File: src/rtl/mux4_rr_arbiter_if.sv
// Request/grant bundle between the four requesters and mux4_rr_arbiter.
// Optional lock signal is present only when MUX4_ARB_LOCK_EN is defined.
interface mux4_rr_arbiter_if #(
   parameter int CNT_W = 3
);
   logic [3:0]       req;
   logic [3:0]       gnt;
   logic             sel_a;
   logic             sel_b;
   logic             mux_en;
   logic [CNT_W-1:0] hold_cnt;
   logic             timeout;
`ifdef MUX4_ARB_LOCK_EN
   logic             lock;

   modport master (output req, lock, input gnt, sel_a, sel_b, mux_en, hold_cnt, timeout);
   modport slave  (input req, lock, output gnt, sel_a, sel_b, mux_en, hold_cnt, timeout);
`else
   modport master (output req, input gnt, sel_a, sel_b, mux_en, hold_cnt, timeout);
   modport slave  (input req, output gnt, sel_a, sel_b, mux_en, hold_cnt, timeout);
`endif
endinterface

File: src/rtl/mux4_rr_arbiter.sv
// Round-robin owner arbiter for the shared 4:1 mux with a MAX_HOLD timeout.
// Optional feature macro: MUX4_ARB_LOCK_EN (adds lock, suppresses timeout while held).
module mux4_rr_arbiter #(
   parameter int MAX_HOLD = 8,
   parameter int CNT_W    = $clog2(MAX_HOLD)
) (
   input  logic              clk,
   input  logic              rst_n,
   mux4_rr_arbiter_if.slave  bus
);

   typedef enum logic {IDLE, GRANT} state_e;

   state_e           state_q, state_d;
   logic [3:0]       gnt_q, gnt_d;
   logic [1:0]       owner_q, owner_d;
   logic             mux_en_q, mux_en_d;
   logic [CNT_W-1:0] hold_cnt_q, hold_cnt_d;
   logic             timeout_q, timeout_d;
   logic [1:0]       ptr_q, ptr_d;

   logic       lock_on;
   logic [1:0] rel_ptr;
   logic [2:0] pick_idle, pick_rel;
   logic       owner_req, at_max, expire;

`ifdef MUX4_ARB_LOCK_EN
   assign lock_on = bus.lock;
`else
   assign lock_on = 1'b0;
`endif

   // Returns {found, index}: first set bit of r scanning upward from p with wrap.
   function automatic logic [2:0] rr_pick(input logic [3:0] r, input logic [1:0] p);
      logic [2:0] res;
      logic [1:0] idx;
      res = 3'b000;
      for (int i = 3; i >= 0; i--) begin
         idx = p + 2'(i);
         if (r[idx]) res = {1'b1, idx};
      end
      return res;
   endfunction

   assign rel_ptr   = owner_q + 2'd1;
   assign pick_idle = rr_pick(bus.req, ptr_q);
   assign pick_rel  = rr_pick(bus.req, rel_ptr);
   assign owner_req = bus.req[owner_q];
   assign at_max    = (hold_cnt_q == CNT_W'(MAX_HOLD - 1));
   assign expire    = at_max && !lock_on;

   always_comb begin
      // NOTE: every _d gets a default first so no path through the case infers a latch.
      state_d    = state_q;
      gnt_d      = gnt_q;
      owner_d    = owner_q;
      mux_en_d   = mux_en_q;
      hold_cnt_d = hold_cnt_q;
      timeout_d  = 1'b0;
      ptr_d      = ptr_q;

      unique case (state_q)
         IDLE: begin
            if (pick_idle[2]) begin
               state_d    = GRANT;
               owner_d    = pick_idle[1:0];
               gnt_d      = 4'b0001 << pick_idle[1:0];
               mux_en_d   = 1'b1;
               hold_cnt_d = '0;
            end
         end
         GRANT: begin
            if (!owner_req || expire) begin
               // A release with the owner still requesting can only be an expiry.
               ptr_d      = rel_ptr;
               timeout_d  = owner_req;
               hold_cnt_d = '0;
               if (pick_rel[2]) begin
                  owner_d = pick_rel[1:0];
                  gnt_d   = 4'b0001 << pick_rel[1:0];
               end else begin
                  state_d  = IDLE;
                  gnt_d    = 4'b0000;
                  mux_en_d = 1'b0;
               end
            end else if (!at_max) begin
               hold_cnt_d = hold_cnt_q + CNT_W'(1);
            end
         end
         default: state_d = IDLE;
      endcase
   end

   // NOTE: sequential state uses non-blocking assignments so every flop samples pre-edge values.
   always_ff @(posedge clk or negedge rst_n) begin
      if (!rst_n) begin
         state_q    <= IDLE;
         gnt_q      <= 4'b0000;
         owner_q    <= 2'd0;
         mux_en_q   <= 1'b0;
         hold_cnt_q <= '0;
         timeout_q  <= 1'b0;
         ptr_q      <= 2'd0;
      end else begin
         state_q    <= state_d;
         gnt_q      <= gnt_d;
         owner_q    <= owner_d;
         mux_en_q   <= mux_en_d;
         hold_cnt_q <= hold_cnt_d;
         timeout_q  <= timeout_d;
         ptr_q      <= ptr_d;
      end
   end

   assign bus.gnt      = gnt_q;
   assign bus.sel_a    = owner_q[0];
   assign bus.sel_b    = owner_q[1];
   assign bus.mux_en   = mux_en_q;
   assign bus.hold_cnt = hold_cnt_q;
   assign bus.timeout  = timeout_q;

endmodule

File: src/flat_wrapper.sv
// flat-port wrapper written by rule: the top's interface ports become plain ports
module mux4_rr_arbiter_flat 
#(
   parameter int MAX_HOLD = 8,
   parameter int CNT_W    = $clog2(MAX_HOLD)
)
  (clk, rst_n, bus_req, bus_gnt, bus_sel_a, bus_sel_b, bus_mux_en, bus_hold_cnt, bus_timeout);
  mux4_rr_arbiter_if #(.CNT_W(CNT_W)) bus_i ();
  input  logic clk;
  input  logic rst_n;
  input wire logic [$bits(bus_i.req)-1:0] bus_req;
  output wire logic [$bits(bus_i.gnt)-1:0] bus_gnt;
  output wire logic [$bits(bus_i.sel_a)-1:0] bus_sel_a;
  output wire logic [$bits(bus_i.sel_b)-1:0] bus_sel_b;
  output wire logic [$bits(bus_i.mux_en)-1:0] bus_mux_en;
  output wire logic [$bits(bus_i.hold_cnt)-1:0] bus_hold_cnt;
  output wire logic [$bits(bus_i.timeout)-1:0] bus_timeout;
  assign bus_i.req = bus_req;
  assign bus_gnt = bus_i.gnt;
  assign bus_sel_a = bus_i.sel_a;
  assign bus_sel_b = bus_i.sel_b;
  assign bus_mux_en = bus_i.mux_en;
  assign bus_hold_cnt = bus_i.hold_cnt;
  assign bus_timeout = bus_i.timeout;
  mux4_rr_arbiter #(.MAX_HOLD(MAX_HOLD), .CNT_W(CNT_W)) u_core (.clk(clk), .rst_n(rst_n), .bus(bus_i));
endmodule
File: config.mk
export PLATFORM = sky130hd
export DESIGN_NAME = mux4_rr_arbiter_flat
export DESIGN_NICKNAME = d
export VERILOG_FILES = /design/src/rtl/mux4_rr_arbiter_if.sv /design/src/rtl/mux4_rr_arbiter.sv /design/src/flat_wrapper.sv
export SDC_FILE = /design/constraint.sdc
export NUM_CORES = 1
export LEC_CHECK = 0
export BUFFER_PORTS_ARGS = -buffer_cell sky130_fd_sc_hd__buf_2
export CAP_MARGIN = 20
export CORE_MARGIN = 2
export CORE_UTILIZATION = 45
export CTS_BUF_LIST = sky130_fd_sc_hd__clkbuf_8
export CTS_CLUSTER_DIAMETER = 200
export DETAILED_ROUTE_END_ITERATION = 8
export MAX_ROUTING_LAYER = met4
export PLACE_DENSITY = 0.68
export REMOVE_ABC_BUFFERS = 1
export SLEW_MARGIN = 15
export SYNTH_ARGS = -nofsm -noshare
export SYNTH_HDL_FRONTEND = slang
export SYNTH_SLANG_ARGS = --single-unit
File: constraint.sdc
create_clock -name clk -period 5.4 [get_ports clk]
set_input_delay 1.08 -clock clk [delete_from_list [all_inputs] [get_ports clk]]
set_output_delay 1.08 -clock clk [all_outputs]
set_load 0.01 [all_outputs]
Yosys cells after proc, flatten, opt, wreduce, memory -nomap -nowiden --
Cells that the tools add are included.
Word-level totals: flip-flop bits (word level) 14, output and inout port bits 11, word-level logic and storage cells 88
Cells by class: $add $sub $neg 8, magnitude comparators 9, eq/ne operators 6, shifts and indexed selects 2, mux-type cells 48, bitwise gates (word level) 1, reduce and logical (&&, ||, !) cells 7
Operators with widths (number):
- $mux W3 | 11
- $lt A2 B3 Y1 const B | 9
- $bmux W1 S2 | 9
- $mux W1 | 17
- $mux W4 | 3
- $add A2 B2 Y2 const B | 4
- $pmux W4 S2 | 1
- $shl A1 B2 Y4 const A | 2
- $add A2 B1 Y2 const B | 3
- $mux W2 | 3
- $ne A2 B2 Y1 const B | 3
- $pmux W3 S2 | 1
- $reduce_and A2 Y1 | 3
- $reduce_and A3 Y1 | 2
- $pmux W1 S2 | 2
- $pmux W2 S2 | 1
- $add A3 B1 Y3 const B | 1
- $eq A3 B3 Y1 const B | 1
- $ne A3 B3 Y1 const B | 1
- $ne A2 B1 Y1 const B | 1
- $logic_not A1 Y1 | 1
- $logic_or A1 B1 Y1 | 1
- $not A1 Y1 | 1

Longest topological paths before layout --
Gate-level depths: netlist of run 1.
word-level depth 12, mapped depth 7, mapped depth without buffers 7

Worst setup path after synthesis of run 1 --
No wires, ideal clock.
kind input port to flip-flop, start in bus_req[3], end reg u_core.gnt_q[2] (netlist: u_core.bus.gnt[2]), setup time 0.081 ns, data arrival time 2.361 ns, data required time 5.319 ns, setup slack 2.957 ns, cell stages on the path 5, path buffers 1, path through buf_2 nor2_1 or4_4 or3b_1 a31oi_2
Between the ends: longest elaborated chain between the ends 10, elaborated cells on any way between the ends 37, those cells by class eq/ne (2); shift (2); mux (30); reduce/logical (3)
RTL lines:
- start: declaration | line flat_wrapper.sv:11 | input wire logic [$bits(bus_i.req)-1:0] bus_req;
- $bmux W1 S2 | line mux4_rr_arbiter.sv:40 | if (r[idx]) res = {1'b1, idx};
- $mux W1 (not written as such) | line mux4_rr_arbiter.sv:40
- $mux W3 (4 in a row) | line mux4_rr_arbiter.sv:40
- $shl A1 B2 Y4 | line mux4_rr_arbiter.sv:80 | gnt_d = 4'b0001 << pick_rel[1:0];
- $mux W4 | line mux4_rr_arbiter.sv:78 | if (pick_rel[2]) begin
- $mux W4 | line mux4_rr_arbiter.sv:73 | if (!owner_req || expire) begin
- $pmux W4 S2 | line mux4_rr_arbiter.sv:62 | unique case (state_q)
- end signal: assignment | line mux4_rr_arbiter.sv:106 | gnt_q <= gnt_d;
- end: declaration | line mux4_rr_arbiter.sv:15 | logic [3:0] gnt_q, gnt_d;
Several ways; a longest one is shown, not always the timed one. The select of a mux whose other input is x is not followed. A chain may end at the register's enable or synchronous reset.

Worst setup path in the final report of run 1 --
Ends and elaborated chain as after synthesis.

==> impl_metrics.toml, run 1 <==
[run_status]
outcome = "completed"

[synth]
synth_top_family_by_area = "simple AND/OR/NAND/NOR gates"
synthArstFlopShare = 1.00
syn_area_per_cell_um2 = 9.55
synth.distinct_cells = 36
syn_inst = 90
ys_seq_elements = 14
synthMuxAreaShare = 0.102
seq_area_frac_synth = 0.408
yosys_warnings = 0
synth_flop_cell = "dfrtp_1"
synth_xor_area_frac = 0.0102
synth-compound-area-share = 0.154
netlist_area_um2 = 860
synthSimpleGateAreaFrac = 0.242
synthAdderAreaFrac = 0.0291
synth_edf_count = 0

[drt]
wl_um = 1540
drt_iter0_markers = 11
drc = 0
via_count = 698
drtPass1Iterations = 5
wl_per_cell_um = 11.8
vias_per_cell = 5.37
ant_nets = 0

[die]
dieWidth_um = 47.7
num_rows = 15
die_area_um2 = 2280
core_area_um2 = 1760
fp.dieH_um = 47.7
start_util = 0.487
pin_count = 17

[layout]
area_growth_pct = 16.4
drive_above_1_share = 0.286
n_fill_cell = 178
final_area_um2 = 1000
instances_no_fill = 130
num_antenna_cells = 0
nNetsFinal = 114
layout_common_cells = "16 x buf_2, 14 x dfrtp_1, 12 x nor2_1"
fin_util = 0.567
layout_commonest_cell = "buf_2"

[cts]
cts-resized-gates = 0
cts_hold_buf = 0
worstSkewPairLatency_ns = 0.24
cts_tree = "built"
root_buffer = "clkbuf_8"
cts_buffers = 3
cts_sinks = 14
postCtsSetupRepairBufs = 0
htreeDepth = 1
clk_pin_slew_ns = 0.06
cts.path.max_buffers = 2

[global_routing]
grt_pass1_wl_um = 2370
track_usage = 0.157
overflow = 0
grt_max_degree = 16
grt_pass1_vias = 525
antenna_found_initial = 0

[sta]
post-route-period-util = 0.439
fin_setup_tns_ns = 0
post-route-min-period_ns = 2.37
worst_slack_ns = 3.03
maxSlewViolCount = 0
max_clock_freq_mhz = 422
hold_violations = 0
relSlewSlack = 0.686
fin_skew_ns = 0.00526
rsz0062_at_grt = "no"
worst_hold_slack_ns = 0.529
setup_violations = 0
max_slew.worst_pin.slew_ns = 0.467

[power]
powerDensity_nw_per_um2 = 530
max-vdd-ir-drop_v = 0.000306
power.leakage_nw = 0.465
finalPower_uw = 531

[placed_design]
gp_congestion = 0.832
pre_cts_ws_ns = 2.77
place_inst = 126
placed_cell_area_um2 = 946
io_buffers = 16
hpwl_um = 1160

[worst_setup_path]
rr_endpoint = "u_core.ptr_q[0]$_DFFE_PN0P_"
startpoint = "bus_req[3]"
crit_fanout = 11
r2r_cells = 3
arrival_ns = 2.54
regToRegSetupSlack_ns = 3.56
start_kind = "input port"
crit_path_max_incr_delay_ns = 0.54
required_ns = 5.57
crit_chain = "buf_2 -> and4b_1 -> or4_4 -> or3b_1 -> a31oi_2"
critPathKind = "in -> reg"
crit_path_end = "u_core.bus.gnt[2]$_DFFE_PN0P_"
timing.rr.start = "u_core.owner_q[0]$_DFFE_PN0P_"
end_kind = "register"
cp_slowest_cell = "or4_4"

[run]
drv_cap = 0

[hold_path]
worstHoldPathType = "reg -> reg"
routing by layer:
layer,up-vias,track usage,share of wire
met5,-,-,0
met4,0,0.0324,0
met3,0,0.0566,0.058
met2,21,0.229,0.45
met1,322,0.209,0.49
li1,355,-,-
flip-flops by register name, indices dropped and copies added (netlist names):
name / count
u_core.bus.gnt: 4
u_core.bus.hold_cnt: 3
u_core.bus.mux_en: 1
u_core.bus.timeout: 1
u_core.owner_q: 2
u_core.ptr_q: 2
u_core.state_q: 1
layout make-up:
cell class | count | area (µm²) | share of cell area
Timing Repair Buffer | 16 | 80.1 | 0.0800
Sequential cell | 14 | 350 | 0.350
Clock buffer | 4 | 55.1 | 0.0550
Tap cell | 25 | 31.3 | 0.0313
Multi-Input combinational cell | 65 | 462 | 0.461
Inverter | 6 | 22.5 | 0.0225
where the power goes:
group	switching, mW	leakage, nW	total (mW)	internal, mW
Combinational	0.121	0.270	0.237	0.116
Clock	0.0350	0.0288	0.0994	0.0645
Sequential	0.0462	0.167	0.194	0.148
Total	0.202	0.465	0.531	0.328
critical path: cells and delay by family:
kind	cells	cell delay [ns]
buffers and inverters	1	0.18
AND/OR/NAND/NOR	3	1.13
AO/OA/AOI/OAI	1	0.16
kinds of logic after synthesis:
kind of cell | Yosys count
buffers and inverters | 11
AND/OR/NAND/NOR | 35
adder cells (fa/ha/maj) | 2
flip-flops | 14
AO/OA/AOI/OAI | 20
multiplexers | 7
XOR/XNOR | 1
cells in the mapped netlist, types with 2 or more instances:
cell type	instances	area (µm²)
dfrtp_1	14	350
nor2_1	12	45.0
a21oi_1	6	30.0
inv_1	5	18.8
a31oi_1	4	25.0
nand2_1	4	15.0
a21boi_1	2	15.0
a22o_1	2	17.5
and3_1	2	12.5
buf_2	2	10.0
clkbuf_1	2	7.51
ha_1	2	25.0
mux2_1	2	22.5
mux2_2	2	22.5
mux2i_1	2	20.0
nand2b_1	2	12.5
nand3b_1	2	15.0
nand4_1	2	12.5
nor2b_1	2	12.5
o21ai_1	2	10.0
or3b_2	2	17.5
worst min path at each step:
| stage | startpoint | to | slack (ns) | cells past startpoint |
|---|---|---|---|---|
| 2_1_floorplan | u_core.ptr_q[0]$_DFFE_PN0P_ | u_core.ptr_q[0]$_DFFE_PN0P_ | 0.54 | 1 |
| 3_3_place_gp | u_core.bus.hold_cnt[1]$_DFFE_PN0P_ | u_core.bus.hold_cnt[1]$_DFFE_PN0P_ | 0.51 | 1 |
| 3_5_place_dp | u_core.bus.hold_cnt[1]$_DFFE_PN0P_ | u_core.bus.hold_cnt[1]$_DFFE_PN0P_ | 0.52 | 1 |
| 4_1_cts | u_core.bus.hold_cnt[2]$_DFFE_PN0P_ | u_core.bus.hold_cnt[2]$_DFFE_PN0P_ | 0.53 | 1 |
| 5_1_grt | u_core.bus.hold_cnt[1]$_DFFE_PN0P_ | u_core.bus.hold_cnt[1]$_DFFE_PN0P_ | 0.56 | 1 |
| 6_report | u_core.bus.hold_cnt[2]$_DFFE_PN0P_ | u_core.bus.hold_cnt[2]$_DFFE_PN0P_ | 0.53 | 1 |
Note: power is estimated with default switching activity, not from simulation.
==> run 2, diff against run 1 <==
==> constraint.sdc (replaced) <==
create_clock -name clk -period 2.2 [get_ports clk]
set_input_delay 0.44 -clock clk [delete_from_list [all_inputs] [get_ports clk]]
set_output_delay 0.44 -clock clk [all_outputs]
set_load 0.01 [all_outputs]
==> run 2 against run 1 <==
First-iteration DRC count shrank 18%. Flip-flop and latch count is the same. Sequential power grew 150%. Cell area grew 0.75%. Final cell count grew 0.77%. Largest power group unchanged. Combinational power grew to 2.5 times the previous value. Clock skew grew 0.0017 ns. Critical path depth is the same.
==> impl_metrics.toml, run 2 (synthesized netlist as in run 1, its figures left out) <==
[global_routing]
grt_max_degree = 16
track_usage = 0.172
overflow = 0
antenna_found_initial = 0
grt_pass1_vias = 570
grt_pass1_wl_um = 2590

[sta]
maxSlewViolCount = 0
fin_setup_tns_ns = 0
setup_violations = 0
rsz0062_at_grt = "no"
max_clock_freq_mhz = 544
max_slew.worst_pin.slew_ns = 0.466
post-route-min-period_ns = 1.84
fin_skew_ns = 0.00694
hold_violations = 0
relSlewSlack = 0.687
post-route-period-util = 0.835

[drt]
drc = 0
wl_um = 1630
vias_per_cell = 5.23
ant_nets = 0
drt_iter0_markers = 9
drtPass1Iterations = 3
wl_per_cell_um = 12.5
via_count = 685

[run_status]
outcome = "completed"

[cts]
htreeDepth = 1
worstSkewPairLatency_ns = 0.24
cts_buffers = 3
cts_hold_buf = 0
cts-resized-gates = 0
postCtsSetupRepairBufs = 0
cts_sinks = 14
cts_tree = "built"
root_buffer = "clkbuf_8"
cts.path.max_buffers = 2
clk_pin_slew_ns = 0.06

[layout]
drive_above_1_share = 0.292
nNetsFinal = 115
num_antenna_cells = 0
largest_register_ffs = 4
n_fill_cell = 180
layout_common_cells = "16 x buf_2, 14 x dfrtp_1, 12 x nor2_1"
final_area_um2 = 1010
layout_commonest_cell = "buf_2"
area_growth_pct = 17.3

[power]
p_switching_uw = 511
powerDensity_nw_per_um2 = 1320
swShare = 0.385
intPower_uw = 817
p_clk_frac = 0.185
combPwrFrac = 0.452
max-vdd-ir-drop_v = 0.000790
power_frac_seq = 0.363
power.leakage_nw = 0.470

[worst_setup_path]
crit_chain = "mux4_2 -> and3_1 -> nor2_4 -> nor2_1 -> a31oi_1"
cp_slowest_cell = "mux4_2"
arrival_ns = 2.00
crit_fanout = 8
start_kind = "register"
required_ns = 2.36
end_kind = "register"
path_buf_inv = 0
path_delay_family = "multiplexers"
critPathKind = "reg -> reg"
crit_path_max_incr_delay_ns = 0.58

[placed_design]
io_buffers = 16
hpwl_um = 1220
placed_cell_area_um2 = 953
gp_congestion = 0.824

[die]
core_area_um2 = 1760
dieWidth_um = 47.7
num_rows = 15
start_util = 0.487
pin_count = 17
fp.dieH_um = 47.7
die_area_um2 = 2280

[run]
drv_cap = 0

[hold_path]
worstHoldPathType = "in -> async"
-- run 2: changes by cell type in the layout (fill, tap and decap cells not counted) --
cell / before / now
buf_4: 0 / 1
-- run 2: power by group through the flow --
stage	sequential, mW	combinational [mW]	clock (mW)
global placement	0.478	0.588	0
floorplan	0.506	0.384	0
CTS	0.482	0.608	0.250
detailed placement	0.485	0.601	0
finish	0.482	0.601	0.246
global route	0.500	0.666	0.268
-- run 2: area by class of cell --
type	count	area [µm²]	area share
inverters	6	22.5	0.0223
clock buffers	4	55.1	0.0546
flip-flops and latches	14	350	0.347
well taps	25	31.3	0.0310
multi-input cells	65	462	0.458
repair buffers	17	87.6	0.0868
-- run 2: worst paths after layout --
kind | slack (ns) | cells after the start | to | start
min in group clk | 0.52 | 3 | u_core.state_q$_DFF_PN0_ | bus_req[2]
hold reg to reg | 0.53 | 1 | u_core.bus.hold_cnt[1]$_DFFE_PN0P_ | u_core.bus.hold_cnt[1]$_DFFE_PN0P_
setup / recovery | 0.36 | 5 | u_core.bus.gnt[1]$_DFFE_PN0P_ | u_core.owner_q[0]$_DFFE_PN0P_
setup reg to reg | 0.36 | 5 | u_core.bus.gnt[1]$_DFFE_PN0P_ | u_core.owner_q[0]$_DFFE_PN0P_
max in group asynchronous | 1.89 | 1 | u_core.bus.hold_cnt[0]$_DFFE_PN0P_ | rst_n
hold / removal | 0.07 | 1 | u_core.bus.gnt[3]$_DFFE_PN0P_ | rst_n
-- run 2: per-stage QoR --
step	util	instances	power, mW	hold slack, ns	setup slack [ns]
global placement	0.540	127	1.07	0.348	0.246
global route	0.572	131	1.43	0.0982	0.243
detailed placement	0.540	127	1.09	0.345	0.211
finish	0.572	131	1.33	0.0747	0.363
floorplan	-	85	0.890	0.144	0.449
CTS	0.572	131	1.34	0.0863	0.336
-- run 2: metal layers --
metal  global-route usage  wire length (µm)  vias to the layer above
met5                    -                 0                        -
met4               0.0162                 0                        0
met3               0.0679                87                        0
met2                0.253               763                       17
met1                0.233               780                      317
li1                     -                 -                      351
